### src/rtl/mac_pkg.sv
// Shared constants and saturating-arithmetic helpers for the streaming MAC.
// Arithmetic runs on a fixed wide word so one function serves every ACC_WIDTH up to 62 bits.
package mac_pkg;

    localparam int unsigned WIDE_W = 64;

    typedef logic [WIDE_W-1:0] wide_t;

    typedef struct packed {
        logic  ovf;
        wide_t sum;
    } sat_res_t;

    localparam wide_t WIDE_ZERO = {WIDE_W{1'b0}};
    localparam wide_t WIDE_ONES = {WIDE_W{1'b1}};
    localparam wide_t WIDE_ONE  = {{(WIDE_W-1){1'b0}}, 1'b1};

    // Sign-extends a w-bit value held zero-extended in a wide word (signed mode only).
    function automatic wide_t ext_wide(input wide_t val, input int unsigned w, input logic signed_mode);
        wide_t res;
        if (signed_mode && ((val & (WIDE_ONE << (w - 32'd1))) != WIDE_ZERO)) begin
            res = val | (WIDE_ONES << w);
        end else begin
            res = val;
        end
        return res;
    endfunction

    function automatic wide_t acc_max(input int unsigned w, input logic signed_mode);
        wide_t res;
        if (signed_mode) begin
            res = (WIDE_ONE << (w - 32'd1)) - WIDE_ONE;
        end else begin
            res = (WIDE_ONE << w) - WIDE_ONE;
        end
        return res;
    endfunction

    function automatic wide_t acc_min(input int unsigned w, input logic signed_mode);
        wide_t res;
        if (signed_mode) begin
            res = ~((WIDE_ONE << (w - 32'd1)) - WIDE_ONE);
        end else begin
            res = WIDE_ZERO;
        end
        return res;
    endfunction

    // Adds two extended operands and clamps to the w-bit range; ovf flags a clamp.
    function automatic sat_res_t sat_add(input wide_t acc, input wide_t prod,
                                         input int unsigned w, input logic signed_mode);
        sat_res_t res;
        wide_t    sum;
        wide_t    hi;
        wide_t    lo;
        sum = acc + prod;
        hi  = acc_max(w, signed_mode);
        lo  = acc_min(w, signed_mode);
        if (signed_mode) begin
            if ($signed(sum) > $signed(hi)) begin
                res = '{ovf: 1'b1, sum: hi};
            end else if ($signed(sum) < $signed(lo)) begin
                res = '{ovf: 1'b1, sum: lo};
            end else begin
                res = '{ovf: 1'b0, sum: sum};
            end
        end else begin
            if (sum > hi) begin
                res = '{ovf: 1'b1, sum: hi};
            end else begin
                res = '{ovf: 1'b0, sum: sum};
            end
        end
        return res;
    endfunction

endpackage

### src/rtl/mac_acc_stage.sv
// Second pipeline stage: saturating accumulator, term counter, sticky clamp flag
// and the one-entry result buffer with its valid/ready handshake.
module mac_acc_stage
    import mac_pkg::*;
#(
    parameter int unsigned PROD_WIDTH = 16,
    parameter int unsigned ACC_WIDTH  = 24,
    parameter int unsigned CNT_WIDTH  = 8,
    parameter bit          SIGNED     = 1'b0
) (
    input  logic                  clk,
    input  logic                  rst_n,
    input  logic                  clr,
    input  logic                  take_i,
    input  logic [PROD_WIDTH-1:0] prod_i,
    input  logic                  last_i,
    input  logic                  out_ready_i,
    output logic                  out_valid_o,
    output logic [ACC_WIDTH-1:0]  out_acc_o,
    output logic [CNT_WIDTH-1:0]  out_count_o,
    output logic                  out_sat_o
);

    logic [ACC_WIDTH-1:0] acc_q, acc_d, oacc_q, oacc_d, sum_s;
    logic [CNT_WIDTH-1:0] cnt_q, cnt_d, ocnt_q, ocnt_d, cnt_inc_s;
    logic                 sat_q, sat_d, osat_q, osat_d, ov_q, ov_d;
    sat_res_t             sat_res_s;

    assign sat_res_s = sat_add(ext_wide(WIDE_W'(acc_q), ACC_WIDTH, SIGNED),
                               ext_wide(WIDE_W'(prod_i), PROD_WIDTH, SIGNED),
                               ACC_WIDTH, SIGNED);
    assign sum_s     = ACC_WIDTH'(sat_res_s.sum);
    assign cnt_inc_s = (cnt_q == {CNT_WIDTH{1'b1}}) ? cnt_q
                                                    : cnt_q + {{(CNT_WIDTH-1){1'b0}}, 1'b1};

    // Next state: accumulate a middle term, or hand a finished vector to the buffer.
    always_comb begin
        acc_d  = acc_q;
        cnt_d  = cnt_q;
        sat_d  = sat_q;
        oacc_d = oacc_q;
        ocnt_d = ocnt_q;
        osat_d = osat_q;
        ov_d   = ov_q;
        if (take_i && last_i) begin
            oacc_d = sum_s;
            ocnt_d = cnt_inc_s;
            osat_d = sat_q | sat_res_s.ovf;
            ov_d   = 1'b1;
            acc_d  = {ACC_WIDTH{1'b0}};
            cnt_d  = {CNT_WIDTH{1'b0}};
            sat_d  = 1'b0;
        end else if (take_i) begin
            acc_d = sum_s;
            cnt_d = cnt_inc_s;
            sat_d = sat_q | sat_res_s.ovf;
        end else begin
            acc_d = acc_q;
        end
        if (!(take_i && last_i) && ov_q && out_ready_i) begin
            ov_d = 1'b0;
        end else begin
            ov_d = ov_d;
        end
    end

    // State registers; clr flushes everything just like reset.
    always_ff @(posedge clk or negedge rst_n) begin
        if (!rst_n) begin
            acc_q  <= {ACC_WIDTH{1'b0}};
            cnt_q  <= {CNT_WIDTH{1'b0}};
            sat_q  <= 1'b0;
            oacc_q <= {ACC_WIDTH{1'b0}};
            ocnt_q <= {CNT_WIDTH{1'b0}};
            osat_q <= 1'b0;
            ov_q   <= 1'b0;
        end else if (clr) begin
            acc_q  <= {ACC_WIDTH{1'b0}};
            cnt_q  <= {CNT_WIDTH{1'b0}};
            sat_q  <= 1'b0;
            oacc_q <= {ACC_WIDTH{1'b0}};
            ocnt_q <= {CNT_WIDTH{1'b0}};
            osat_q <= 1'b0;
            ov_q   <= 1'b0;
        end else begin
            acc_q  <= acc_d;
            cnt_q  <= cnt_d;
            sat_q  <= sat_d;
            oacc_q <= oacc_d;
            ocnt_q <= ocnt_d;
            osat_q <= osat_d;
            ov_q   <= ov_d;
        end
    end

    assign out_valid_o = ov_q;
    assign out_acc_o   = oacc_q;
    assign out_count_o = ocnt_q;
    assign out_sat_o   = osat_q;

endmodule

### src/rtl/mac_stream.sv
// Streaming dot-product MAC: registered multiplier stage, then the accumulate/buffer stage.
// Input backpressure only arises when a finished vector waits behind an unread result.
module mac_stream
    import mac_pkg::*;
#(
    parameter int unsigned DATA_WIDTH = 8,
    parameter int unsigned ACC_WIDTH  = 24,
    parameter int unsigned CNT_WIDTH  = 8,
    parameter bit          SIGNED     = 1'b0
) (
    input  logic                  clk,
    input  logic                  rst_n,
    input  logic                  clr,
    input  logic                  in_valid,
    output logic                  in_ready,
    input  logic [DATA_WIDTH-1:0] in_a,
    input  logic [DATA_WIDTH-1:0] in_b,
    input  logic                  in_last,
    output logic                  out_valid,
    input  logic                  out_ready,
    output logic [ACC_WIDTH-1:0]  out_acc,
    output logic [CNT_WIDTH-1:0]  out_count,
    output logic                  out_sat
);

    localparam int unsigned PROD_WIDTH = 2 * DATA_WIDTH;

    logic [PROD_WIDTH-1:0] a_ext_s, b_ext_s, prod_s, prod_q, prod_d;
    logic                  s1_valid_q, s1_valid_d, s1_last_q, s1_last_d;
    logic                  stall_s, accept_s, take_s;

    // Extending both operands to product width makes the low half of one multiply right for either mode.
    assign a_ext_s = SIGNED ? {{DATA_WIDTH{in_a[DATA_WIDTH-1]}}, in_a} : {{DATA_WIDTH{1'b0}}, in_a};
    assign b_ext_s = SIGNED ? {{DATA_WIDTH{in_b[DATA_WIDTH-1]}}, in_b} : {{DATA_WIDTH{1'b0}}, in_b};
    assign prod_s  = a_ext_s * b_ext_s;

    assign stall_s  = out_valid && !out_ready && s1_valid_q && s1_last_q;
    assign in_ready = !stall_s;
    assign accept_s = in_valid && in_ready;
    assign take_s   = s1_valid_q && !stall_s;

    // S1 next state: hold while stalled, otherwise capture whatever is accepted.
    always_comb begin
        prod_d     = prod_q;
        s1_last_d  = s1_last_q;
        s1_valid_d = s1_valid_q;
        if (stall_s) begin
            s1_valid_d = s1_valid_q;
        end else if (accept_s) begin
            s1_valid_d = 1'b1;
            prod_d     = prod_s;
            s1_last_d  = in_last;
        end else begin
            s1_valid_d = 1'b0;
        end
    end

    // S1 registers.
    always_ff @(posedge clk or negedge rst_n) begin
        if (!rst_n) begin
            prod_q     <= {PROD_WIDTH{1'b0}};
            s1_last_q  <= 1'b0;
            s1_valid_q <= 1'b0;
        end else if (clr) begin
            prod_q     <= {PROD_WIDTH{1'b0}};
            s1_last_q  <= 1'b0;
            s1_valid_q <= 1'b0;
        end else begin
            prod_q     <= prod_d;
            s1_last_q  <= s1_last_d;
            s1_valid_q <= s1_valid_d;
        end
    end

    mac_acc_stage #(
        .PROD_WIDTH (PROD_WIDTH),
        .ACC_WIDTH  (ACC_WIDTH),
        .CNT_WIDTH  (CNT_WIDTH),
        .SIGNED     (SIGNED)
    ) u_acc (
        .clk         (clk),
        .rst_n       (rst_n),
        .clr         (clr),
        .take_i      (take_s),
        .prod_i      (prod_q),
        .last_i      (s1_last_q),
        .out_ready_i (out_ready),
        .out_valid_o (out_valid),
        .out_acc_o   (out_acc),
        .out_count_o (out_count),
        .out_sat_o   (out_sat)
    );

endmodule
### config.mk
export PLATFORM = sky130hd
export DESIGN_NAME = mac_stream
export DESIGN_NICKNAME = d
export VERILOG_FILES = /design/src/rtl/mac_pkg.sv /design/src/rtl/mac_acc_stage.sv /design/src/rtl/mac_stream.sv
export SDC_FILE = /design/constraint.sdc
export NUM_CORES = 1
export LEC_CHECK = 0
export BUFFER_PORTS_ARGS = -buffer_cell sky130_fd_sc_hd__buf_2
export CORE_MARGIN = 3
export CORE_UTILIZATION = 38
export CTS_CLUSTER_DIAMETER = 40
export DETAILED_ROUTE_END_ITERATION = 8
export SYNTH_ARGS = -nofsm -noshare
export SYNTH_HDL_FRONTEND = slang
export SYNTH_SLANG_ARGS = --single-unit
### constraint.sdc
create_clock -name clk -period 2.1 [get_ports clk]
set_input_delay 0.315 -clock clk [delete_from_list [all_inputs] [get_ports clk]]
set_output_delay 0.315 -clock clk [all_outputs]
set_load 0.02 [all_outputs]
==> qor.csv, run 1 <==
metric,value,unit
worst_pin_slew,0.662,ns
synth-edff-count,0,
critical_path_arrival,3.95,ns
place.gp.congestion,0.889,
power_density,800,nW/um^2
firstDrtPassIters,4,
h-tree-depth,3,
synth.ff_latch_count,85,
synth_top_area_cell,dfrtp_1,
fin_tns_setup,-29.79,ns
netlist_area,6640,sq um
min_to,s1_last_q$_DFFE_PN0P_,
timing.reg2reg.setup_slack,-0.37,ns
area_growth,39.6,%
p_seq_frac,0.250,
skew,0.00961,ns
wl_per_cell,15.9,um
cts_root_buffer,clkbuf_16,
drv_cap,0,
n_fill_cell,1485,
track_usage,0.189,
synth_top_area_frac,0.320,
drv_slew,0,
multi_input_area,4880,sq um
synth_warnings,0,
antenna_found_initial,0,
slew_headroom,0.558,
setup_viol,62,
rows,47,
avgSynthCellArea,9.24,sq um
hold_depth,2,
comb_power_share,0.526,
synthArstFlopShare,1.00,
cts-buffers-inserted,9,
post-route-period-util,1.77,
pre_cts_slack,-2.07,ns
via_count,5854,
clkSlewWorstSetupHoldPaths,0.07,ns
violations,negative setup slack,
pwr-share-clk,0.224,
clockBufferDepth,2,
max-vdd-ir-drop,468,uV
r2r_start,prod_q[0]$_DFFE_PN0P_,
switching_share,0.378,
io_pins,57,
routed_wl,17800,um
p_leak,4.43,nW
startpoint_type,input port,
register_area,2130,sq um
seq_area_frac_synth,0.320,
hold_path.startpoint,in_last,
drt.antenna.violating_nets,0,
grt_pass1_vias,6248,
final_layout_size_suffix_gt1_frac,0.387,
hold_path.class,input port to register,
fin_hold_ws,0.193,ns
critical_path_class,input port to register,
r2r-end,u_acc.out_acc_o[19]$_DFFE_PN0P_,
mostFrequentLayoutCell,buf_4,
drc,0,
diodes,0,
viasPerCell,5.25,
fin_ws,-1.62,ns
cts_sinks,85,
post-route-min-period,3.72,ns
portBuffers,56,
grt_pass1_wl,30300,um
clock_latency,0.35,ns
syn-num-nets,831,
critPathMaxFanout,2,
yosys-top-cells-area,"dfrtp_1, fa_1, ha_1",
place_hpwl,13500,um
ys.flop_type,dfrtp_1,
synth_cells,719,
rsz0062_at_grt,yes,
die_h,138,um
initial_core_util,0.395,
switching_power,2.80,mW
grt_max_degree,51,
intPower,4.62,mW
status,finished with violations,
reg2regPathDepth,11,
cp-end-kind,register,
overflow,0,
final_nets,1003,
die_area,19100,sq um
clock.fmax,0.269,GHz
fp.dieW,138,um
synth_cell_types,53,
cp_data_required_time,2.33,ns
hold_viol,0,
layout_common_cells,"buf_4, dfrtp_1, nand2_1, nor2_1, inv_1",
coreArea,16800,sq um
drt-initial-drc-count,286,
cts_tree,yes,
-- worst max path at each step --
stage	from	to	cells after the start	slack, ns
3_3_place_gp	in_b[7]	prod_q[15]$_DFFE_PN0P_	16	-2.03
3_5_place_dp	in_a[0]	prod_q[14]$_DFFE_PN0P_	17	-2.07
5_1_grt	in_b[2]	prod_q[15]$_DFFE_PN0P_	16	-1.71
6_report	in_a[7]	prod_q[15]$_DFFE_PN0P_	16	-1.62
2_1_floorplan	in_b[2]	prod_q[15]$_DFFE_PN0P_	15	-1.80
4_1_cts	in_a[7]	prod_q[15]$_DFFE_PN0P_	16	-1.63
-- metrics by stage --
stage	total power [mW]	utilization	std cells	instance area (sq um)
final	7.42	0.551	1116	9270
after CTS	7.32	0.541	1112	9100
after detailed placement	5.16	0.489	1081	8230
after global placement	5.08	0.489	1081	8230
after global routing	7.92	0.551	1116	9270
after floorplan	3.95	-	719	6920
-- power groups by stage --
stage                     logic (mW)  registers (mW)  clock network, mW
after detailed placement        3.28            1.88                  0
after global routing            4.27            1.87               1.77
final                           3.90            1.86               1.66
after floorplan                 2.08            1.87                  0
after CTS                       3.78            1.86               1.68
after global placement          3.20            1.88                  0
-- synthesized netlist by cell type, types with 2 or more instances --
cell,count
dfrtp_1,85
a21oi_2,4
xor2_1,12
o31ai_1,5
a311oi_1,2
a31oi_1,6
ha_1,53
and3_1,6
buf_4,2
nor2b_1,3
a21oi_1,40
o21ai_2,2
a211oi_4,2
nand3_1,12
o21a_1,3
nor3_1,7
o2bb2ai_1,3
mux2i_1,4
o21ai_0,33
a2111oi_2,2
a211oi_1,24
a22o_1,15
o211ai_1,6
nor2_1,65
o21ai_1,2
a211oi_2,5
a21o_1,14
a32o_1,2
nand2_1,71
nand2b_1,9
nand4_1,5
inv_1,61
o211ai_2,2
and2_1,55
xnor2_1,19
clkbuf_1,20
or3_1,6
fa_1,37
-- cells by family (layout without fill, tap and decap cells) --
group / count (synthesis) / after routing / share of synthesized area
fa+ha+maj: 90 / 90 / 0.211
compound gates: 179 / 179 / 0.193
buf+inv: 84 / 261 / 0.0488
xor+xnor: 31 / 31 / 0.0409
simple gates: 246 / 246 / 0.180
flops: 85 / 85 / 0.320
mux: 4 / 4 / 0.00603
-- cell type report --
cell class	count	area share
Clock buffer	9	0.0243
Clock inverter	7	0.00850
Inverter	61	0.0247
Multi-Input combinational cell	550	0.526
Sequential cell	85	0.229
Tap cell	220	0.0297
Timing Repair Buffer	184	0.157
-- flip-flops by register name, summed over array words and instances (netlist names), 8 cells and up --
name	count
u_acc.out_count_o	8
u_acc.acc_q	24
prod_q	16
u_acc.cnt_q	8
u_acc.out_acc_o	24
-- layer usage --
metal | GRT usage | wire length [um] | up-vias
met3 | 0.0259 | 494 | 21
met4 | 0.0494 | 285 | 0
met5 | 0 | 0 | -
li1 | - | - | 2818
met1 | 0.242 | 7810 | 2924
met2 | 0.339 | 9170 | 91
-- worst max-delay path, stage by stage --
cell,delay [ns]
buf_6,0.09
and2_4,0.15
fa_1,0.56
fa_1,0.43
fa_1,0.49
inv_1,0.05
fa_1,0.49
inv_2,0.04
ha_4,0.15
a21o_1,0.17
a21o_1,0.14
a21o_1,0.15
a211o_1,0.24
o22a_1,0.16
xnor2_1,0.13
a22o_1,0.19
-- repair_timing --
| item | in CTS | in global routing |
|---|---|---|
| buffers inserted | 16 | 4 |
| hold endpoints to repair | 13 | 0 |
| setup endpoints to repair | 63 | 63 |
| pin swaps | 87 | 41 |
| hold buffers | 1 | 0 |
| resized for setup | 113 | 33 |
Power figures use the tool's default switching activity.
==> run 2: changes to the inputs <==
--- a/config.mk
+++ b/config.mk
@@ -7,9 +7,10 @@
 export LEC_CHECK = 0
 export BUFFER_PORTS_ARGS = -buffer_cell sky130_fd_sc_hd__buf_2
 export CORE_MARGIN = 3
-export CORE_UTILIZATION = 38
+export CORE_UTILIZATION = 55
 export CTS_CLUSTER_DIAMETER = 40
 export DETAILED_ROUTE_END_ITERATION = 8
+export PLACE_DENSITY = 0.77
 export SYNTH_ARGS = -nofsm -noshare
 export SYNTH_HDL_FRONTEND = slang
 export SYNTH_SLANG_ARGS = --single-unit
==> qor.csv, run 2 (synthesized netlist as in run 1, its figures left out) <==
metric,value,unit,change
switching_share,0.391,,was 0.378
drv_slew,0,,unchanged
cp-end-kind,register,,unchanged
p_seq_frac,0.239,,was 0.250
rsz0062_at_grt,yes,,unchanged
finalPower,7.80,mW,was 7.42 mW
fp.dieW,116,um,was 138 um
status,finished with violations,,unchanged
cp_data_required_time,2.34,ns,was 2.33 ns
viasPerCell,6.09,,was 5.25
startpoint_type,input port,,unchanged
comb_power_share,0.525,,was 0.526
antenna_found_initial,0,,unchanged
clkSlewWorstSetupHoldPaths,0.07,ns,about the same
grt_max_degree,72,,was 51
max-vdd-ir-drop,517,uV,was 468 uV
violations,negative setup slack,,unchanged
wl_per_cell,21.0,um,was 15.9 um
portBuffers,56,,unchanged
fin_ws,-1.73,ns,was -1.62 ns
critical_path_arrival,4.07,ns,was 3.95 ns
initial_core_util,0.572,,was 0.395
firstDrtPassIters,6,,was 4
drt-initial-drc-count,746,,was 286
p_leak,4.54,nW,was 4.43 nW
rows,39,,was 47
clockBufferDepth,2,,unchanged
overflow,0,,unchanged
hold_viol,0,,unchanged
fin_tns_setup,-32.66,ns,was -29.79 ns
h-tree-depth,3,,unchanged
grt_pass1_vias,6699,,was 6248
cp_cell_sequence,buf_8 > buf_4 > buf_4 > and2_4 > fa_1 > ha_1 > inv_2 > fa_1 > inv_2 > fa_2 > a21o_1 > a21o_4 > a211oi_4 > nor3_1 > o22a_1 > xnor2_1 > a22o_1,,was buf_6 > and2_4 > fa_1 > fa_1 > fa_1 > inv_1 > fa_1 > inv_2 > ha_4 > a21o_1 > a21o_1 > a21o_1 > a211o_1 > o22a_1 > xnor2_1 > a22o_1
place.gp.congestion,0.889,,about the same
switching_power,3.05,mW,was 2.80 mW
mostFrequentLayoutCell,buf_4,,unchanged
clock.fmax,0.261,GHz,was 0.269 GHz
drc,0,,unchanged
cpPeakStageDelay,0.53,ns,was 0.56 ns
grt_pass1_wl,32300,um,was 30300 um
final_layout_size_suffix_gt1_frac,0.406,,was 0.387
cts_root_buffer,clkbuf_16,,unchanged
clock_latency,0.35,ns,about the same
final_nets,1018,,was 1003
cts_sinks,85,,unchanged
post-route-min-period,3.83,ns,was 3.72 ns
layout_common_cells,"buf_4, dfrtp_1, nand2_1, inv_1, nor2_1",,"was buf_4, dfrtp_1, nand2_1, nor2_1, inv_1"
critPathMaxFanout,6,,was 2
setup_viol,62,,unchanged
place_hpwl,13700,um,was 13500 um
cts-buffers-inserted,9,,unchanged
slowest_stage,fa_1,,unchanged
intPower,4.75,mW,was 4.62 mW
routed_wl,22100,um,was 17800 um
post-route-period-util,1.82,,was 1.77
diodes,0,,unchanged
io_pins,57,,unchanged
power_density,818,nW/um^2,was 800 nW/um^2
cts_tree,yes,,unchanged
slew_headroom,0.470,,was 0.558
die_h,116,um,was 138 um
pre_cts_slack,-2.09,ns,was -2.07 ns
drv_cap,0,,unchanged
coreArea,11600,sq um,was 16800 sq um
pwr-share-clk,0.236,,was 0.224
critical_path_class,input port to register,,unchanged
skew,0.0107,ns,was 0.00961 ns
worst_pin_slew,0.794,ns,was 0.662 ns
die_area,13400,sq um,was 19100 sq um
hold_path.class,input port to register,,unchanged
via_count,6420,,was 5854
area_growth,43.5,%,was 39.6%
drt.antenna.violating_nets,0,,unchanged
track_usage,0.303,,was 0.189
==> run 2: cell types whose count changed in the layout (fill, tap and decap cells not counted), sizes merged <==
cell,delta
buf,+15
bufinv,+1
clkinvlp,-3
clkinv,+2
==> run 2: power by group through the flow <==
stage	combinational, mW	sequential [mW]	clock, mW
after global routing	4.40	1.87	1.91
final	4.10	1.87	1.84
after global placement	3.22	1.87	0
after CTS	3.71	1.85	1.79
after floorplan	2.08	1.87	0
after detailed placement	3.30	1.87	0
==> run 2: final cells by class <==
| class | instances | area (sq um) |
|---|---|---|
| Fill cell | 648 | 2080 |
| Clock buffer | 9 | 225 |
| Timing Repair Buffer | 199 | 1620 |
| Multi-Input combinational cell | 550 | 5050 |
| Tap cell | 143 | 179 |
| Sequential cell | 85 | 2130 |
| Inverter | 61 | 229 |
| Clock inverter | 7 | 105 |
==> run 2: through the flow <==
step	cells	hold WS, ns	instance area [sq um]	utilization
6_report	1054	0.211	9530	0.821
5_1_grt	1054	0.217	9530	0.821
4_1_cts	1042	0.216	9130	0.786
3_5_place_dp	1008	0.186	8160	0.703
3_3_place_gp	1008	0.182	8160	0.703
2_1_floorplan	719	0.0194	6920	-
==> run 2: what timing repair did <==
item                       4_1_cts  5_1_grt
setup endpoints to repair       63       66
resized for setup              112       63
pin swaps                       58       48
gates cloned                     1        0
buffers inserted                18       18
hold buffers                     1        0
hold endpoints to repair        14        0
==> run 2: layer usage <==
layer | up-vias | part of all wire | track usage
li1 | 2835 | - | -
met1 | 3156 | 0.39 | 0.381
met2 | 323 | 0.51 | 0.525
met3 | 106 | 0.055 | 0.0407
met4 | 0 | 0.053 | 0.129
met5 | - | 0 | 0
==> run 2: worst paths after layout <==
kind | start | endpoint | slack (ns) | cells past startpoint
setup reg to reg | u_acc.acc_q[0]$_DFFE_PN0P_ | u_acc.out_acc_o[16]$_DFFE_PN0P_ | -0.49 | 11
hold / removal | in_last | s1_last_q$_DFFE_PN0P_ | 0.21 | 2
hold reg to reg | u_acc.acc_q[2]$_DFFE_PN0P_ | u_acc.acc_q[2]$_DFFE_PN0P_ | 0.52 | 2
min in group asynchronous | rst_n | u_acc.out_acc_o[17]$_DFFE_PN0P_ | 0.37 | 2
max in group asynchronous | rst_n | u_acc.acc_q[7]$_DFFE_PN0P_ | 1.08 | 3
setup / recovery | in_a[4] | prod_q[15]$_DFFE_PN0P_ | -1.73 | 17
==> run 2: worst max-delay path, delay by kind of cell <==
kind            cells  cell delay [ns]
xor+xnor            1             0.13
fa+ha+maj           4             1.71
buf+inv             5             0.48
compound gates      5             1.18
simple gates        2             0.25
==> run 3: changes to the inputs <==
--- a/config.mk
+++ b/config.mk
@@ -11,6 +11,7 @@
 export CTS_CLUSTER_DIAMETER = 40
 export DETAILED_ROUTE_END_ITERATION = 8
 export PLACE_DENSITY = 0.77
+export SKIP_CTS_REPAIR_TIMING = 1
 export SYNTH_ARGS = -nofsm -noshare
 export SYNTH_HDL_FRONTEND = slang
 export SYNTH_SLANG_ARGS = --single-unit
==> qor.csv, run 3 (synthesized netlist as in run 1, its figures left out) <==
metric,value,unit,change
firstDrtPassIters,6,,unchanged
cts_tree,yes,,unchanged
track_usage,0.272,,was 0.303
h-tree-depth,3,,unchanged
max-vdd-ir-drop,516,uV,was 517 uV
place.gp.congestion,0.889,,unchanged
pre_cts_slack,-2.09,ns,unchanged
drt-initial-drc-count,670,,was 746
switching_power,2.93,mW,was 3.05 mW
routed_wl,20500,um,was 22100 um
intPower,4.76,mW,was 4.75 mW
mostFrequentLayoutCell,buf_4,,unchanged
final_layout_size_suffix_gt1_frac,0.400,,was 0.406
drc,0,,unchanged
cp_data_required_time,2.33,ns,was 2.34 ns
grt_max_degree,72,,unchanged
startpoint_type,input port,,unchanged
fp.dieW,116,um,unchanged
drt.antenna.violating_nets,0,,unchanged
io_pins,57,,unchanged
cts_root_buffer,clkbuf_16,,unchanged
violations,negative setup slack,,unchanged
reg2regPathDepth,11,,unchanged
n_fill_cell,690,,was 648
antenna_found_initial,0,,unchanged
die_area,13400,sq um,unchanged
rows,39,,unchanged
fin_ws,-1.74,ns,was -1.73 ns
final_nets,1009,,was 1018
clockBufferDepth,2,,unchanged
pwr-share-clk,0.235,,was 0.236
drv_slew,0,,unchanged
wl_per_cell,19.6,um,was 21.0 um
critPathMaxFanout,3,,was 6
final_core_util,0.804,,was 0.821
setup_viol,62,,unchanged
layout_common_cells,"buf_4, dfrtp_1, nand2_1, nor2_1, inv_1",,"was buf_4, dfrtp_1, nand2_1, inv_1, nor2_1"
clkSlewWorstSetupHoldPaths,0.06,ns,was 0.07 ns
portBuffers,56,,unchanged
status,finished with violations,,unchanged
grt_pass1_wl,29300,um,was 32300 um
rsz0062_at_grt,yes,,unchanged
cp-end-kind,register,,unchanged
comb_power_share,0.523,,was 0.525
fin_hold_ws,0.222,ns,was 0.211 ns
p_leak,4.46,nW,was 4.54 nW
viasPerCell,5.97,,was 6.09
via_count,6243,,was 6420
drv_cap,0,,unchanged
skew,0.00833,ns,was 0.0107 ns
critical_path_arrival,4.08,ns,was 4.07 ns
clock_latency,0.35,ns,about the same
p_seq_frac,0.241,,was 0.239
slowest_stage,fa_1,,unchanged
place_hpwl,13700,um,unchanged
slew_headroom,0.507,,was 0.470
worst_pin_slew,0.740,ns,was 0.794 ns
cpPeakStageDelay,0.52,ns,was 0.53 ns
cts-buffers-inserted,9,,unchanged
initial_core_util,0.572,,unchanged
cp_cell_sequence,buf_8 > buf_6 > and2_4 > fa_2 > fa_1 > ha_1 > inv_2 > fa_1 > inv_2 > ha_4 > buf_6 > a21o_4 > a211oi_4 > o21ai_2 > a311oi_2 > xnor2_1 > a22o_1,,was buf_8 > buf_4 > buf_4 > and2_4 > fa_1 > ha_1 > inv_2 > fa_1 > inv_2 > fa_2 > a21o_1 > a21o_4 > a211oi_4 > nor3_1 > o22a_1 > xnor2_1 > a22o_1
die_h,116,um,unchanged
cts_sinks,85,,unchanged
hold_path.class,input port to register,,unchanged
clock.fmax,0.260,GHz,was 0.261 GHz
post-route-period-util,1.83,,was 1.82
diodes,0,,unchanged
coreArea,11600,sq um,unchanged
hold_viol,0,,unchanged
critical_path_class,input port to register,,unchanged
power_density,824,nW/um^2,was 818 nW/um^2
area_growth,40.6,%,was 43.5%
grt_pass1_vias,6221,,was 6699
overflow,0,,unchanged
switching_share,0.381,,was 0.391
post-route-min-period,3.84,ns,was 3.83 ns
hold_depth,2,,unchanged
==> run 3: layout make-up <==
cell class              count  area, sq um  area share
clock buffers               9          225      0.0241
clock inverters             7          105      0.0113
inverters                  61          229      0.0245
multi-input cells         550         5000       0.535
flip-flops and latches     85         2130       0.228
well taps                 143          179      0.0192
repair buffers            190         1480       0.158
==> run 3: final timing paths <==
| path | startpoint | to | slack, ns |
|---|---|---|---|
| hold reg to reg | u_acc.acc_q[2]$_DFFE_PN0P_ | u_acc.acc_q[2]$_DFFE_PN0P_ | 0.51 |
| min in group asynchronous | rst_n | u_acc.out_acc_o[17]$_DFFE_PN0P_ | 0.37 |
| setup reg to reg | prod_q[0]$_DFFE_PN0P_ | u_acc.out_acc_o[22]$_DFFE_PN0P_ | -0.39 |
| setup / recovery | in_a[1] | prod_q[14]$_DFFE_PN0P_ | -1.74 |
| max in group asynchronous | rst_n | u_acc.acc_q[0]$_DFFE_PN0P_ | 1.10 |
| hold / removal | in_last | s1_last_q$_DFFE_PN0P_ | 0.22 |
==> run 3: critical path, delay by kind of cell <==
| family | cells | cell delay (ns) |
|---|---|---|
| fa+ha+maj | 5 | 1.90 |
| compound gates | 5 | 1.15 |
| buf+inv | 5 | 0.41 |
| simple gates | 1 | 0.15 |
| xor+xnor | 1 | 0.13 |
==> run 3: routing by layer <==
metal	wire, um	up-vias	GRT usage
met1	8360	3114	0.365
met5	0	-	0
met4	541	0	0.0843
met2	10600	252	0.460
li1	-	2824	-
met3	923	53	0.0350
==> run 3: metrics by stage <==
step	TNS [ns]	total power [mW]	instance area, sq um	instances
after floorplan	-18.40	3.95	6920	719
after global placement	-32.50	5.09	8160	1008
after detailed placement	-33.85	5.17	8160	1008
after CTS	-30.85	6.97	8490	1024
after global routing	-33.35	8.13	9340	1045
final	-28.91	7.69	9340	1045
==> run 3: power groups by stage <==
stage	Clock (mW)	Sequential [mW]	Combinational [mW]
CTS	1.79	1.85	3.34
finish	1.81	1.86	4.03
global route	1.88	1.86	4.39
detailed placement	0	1.87	3.30
floorplan	0	1.87	2.08
global placement	0	1.87	3.22
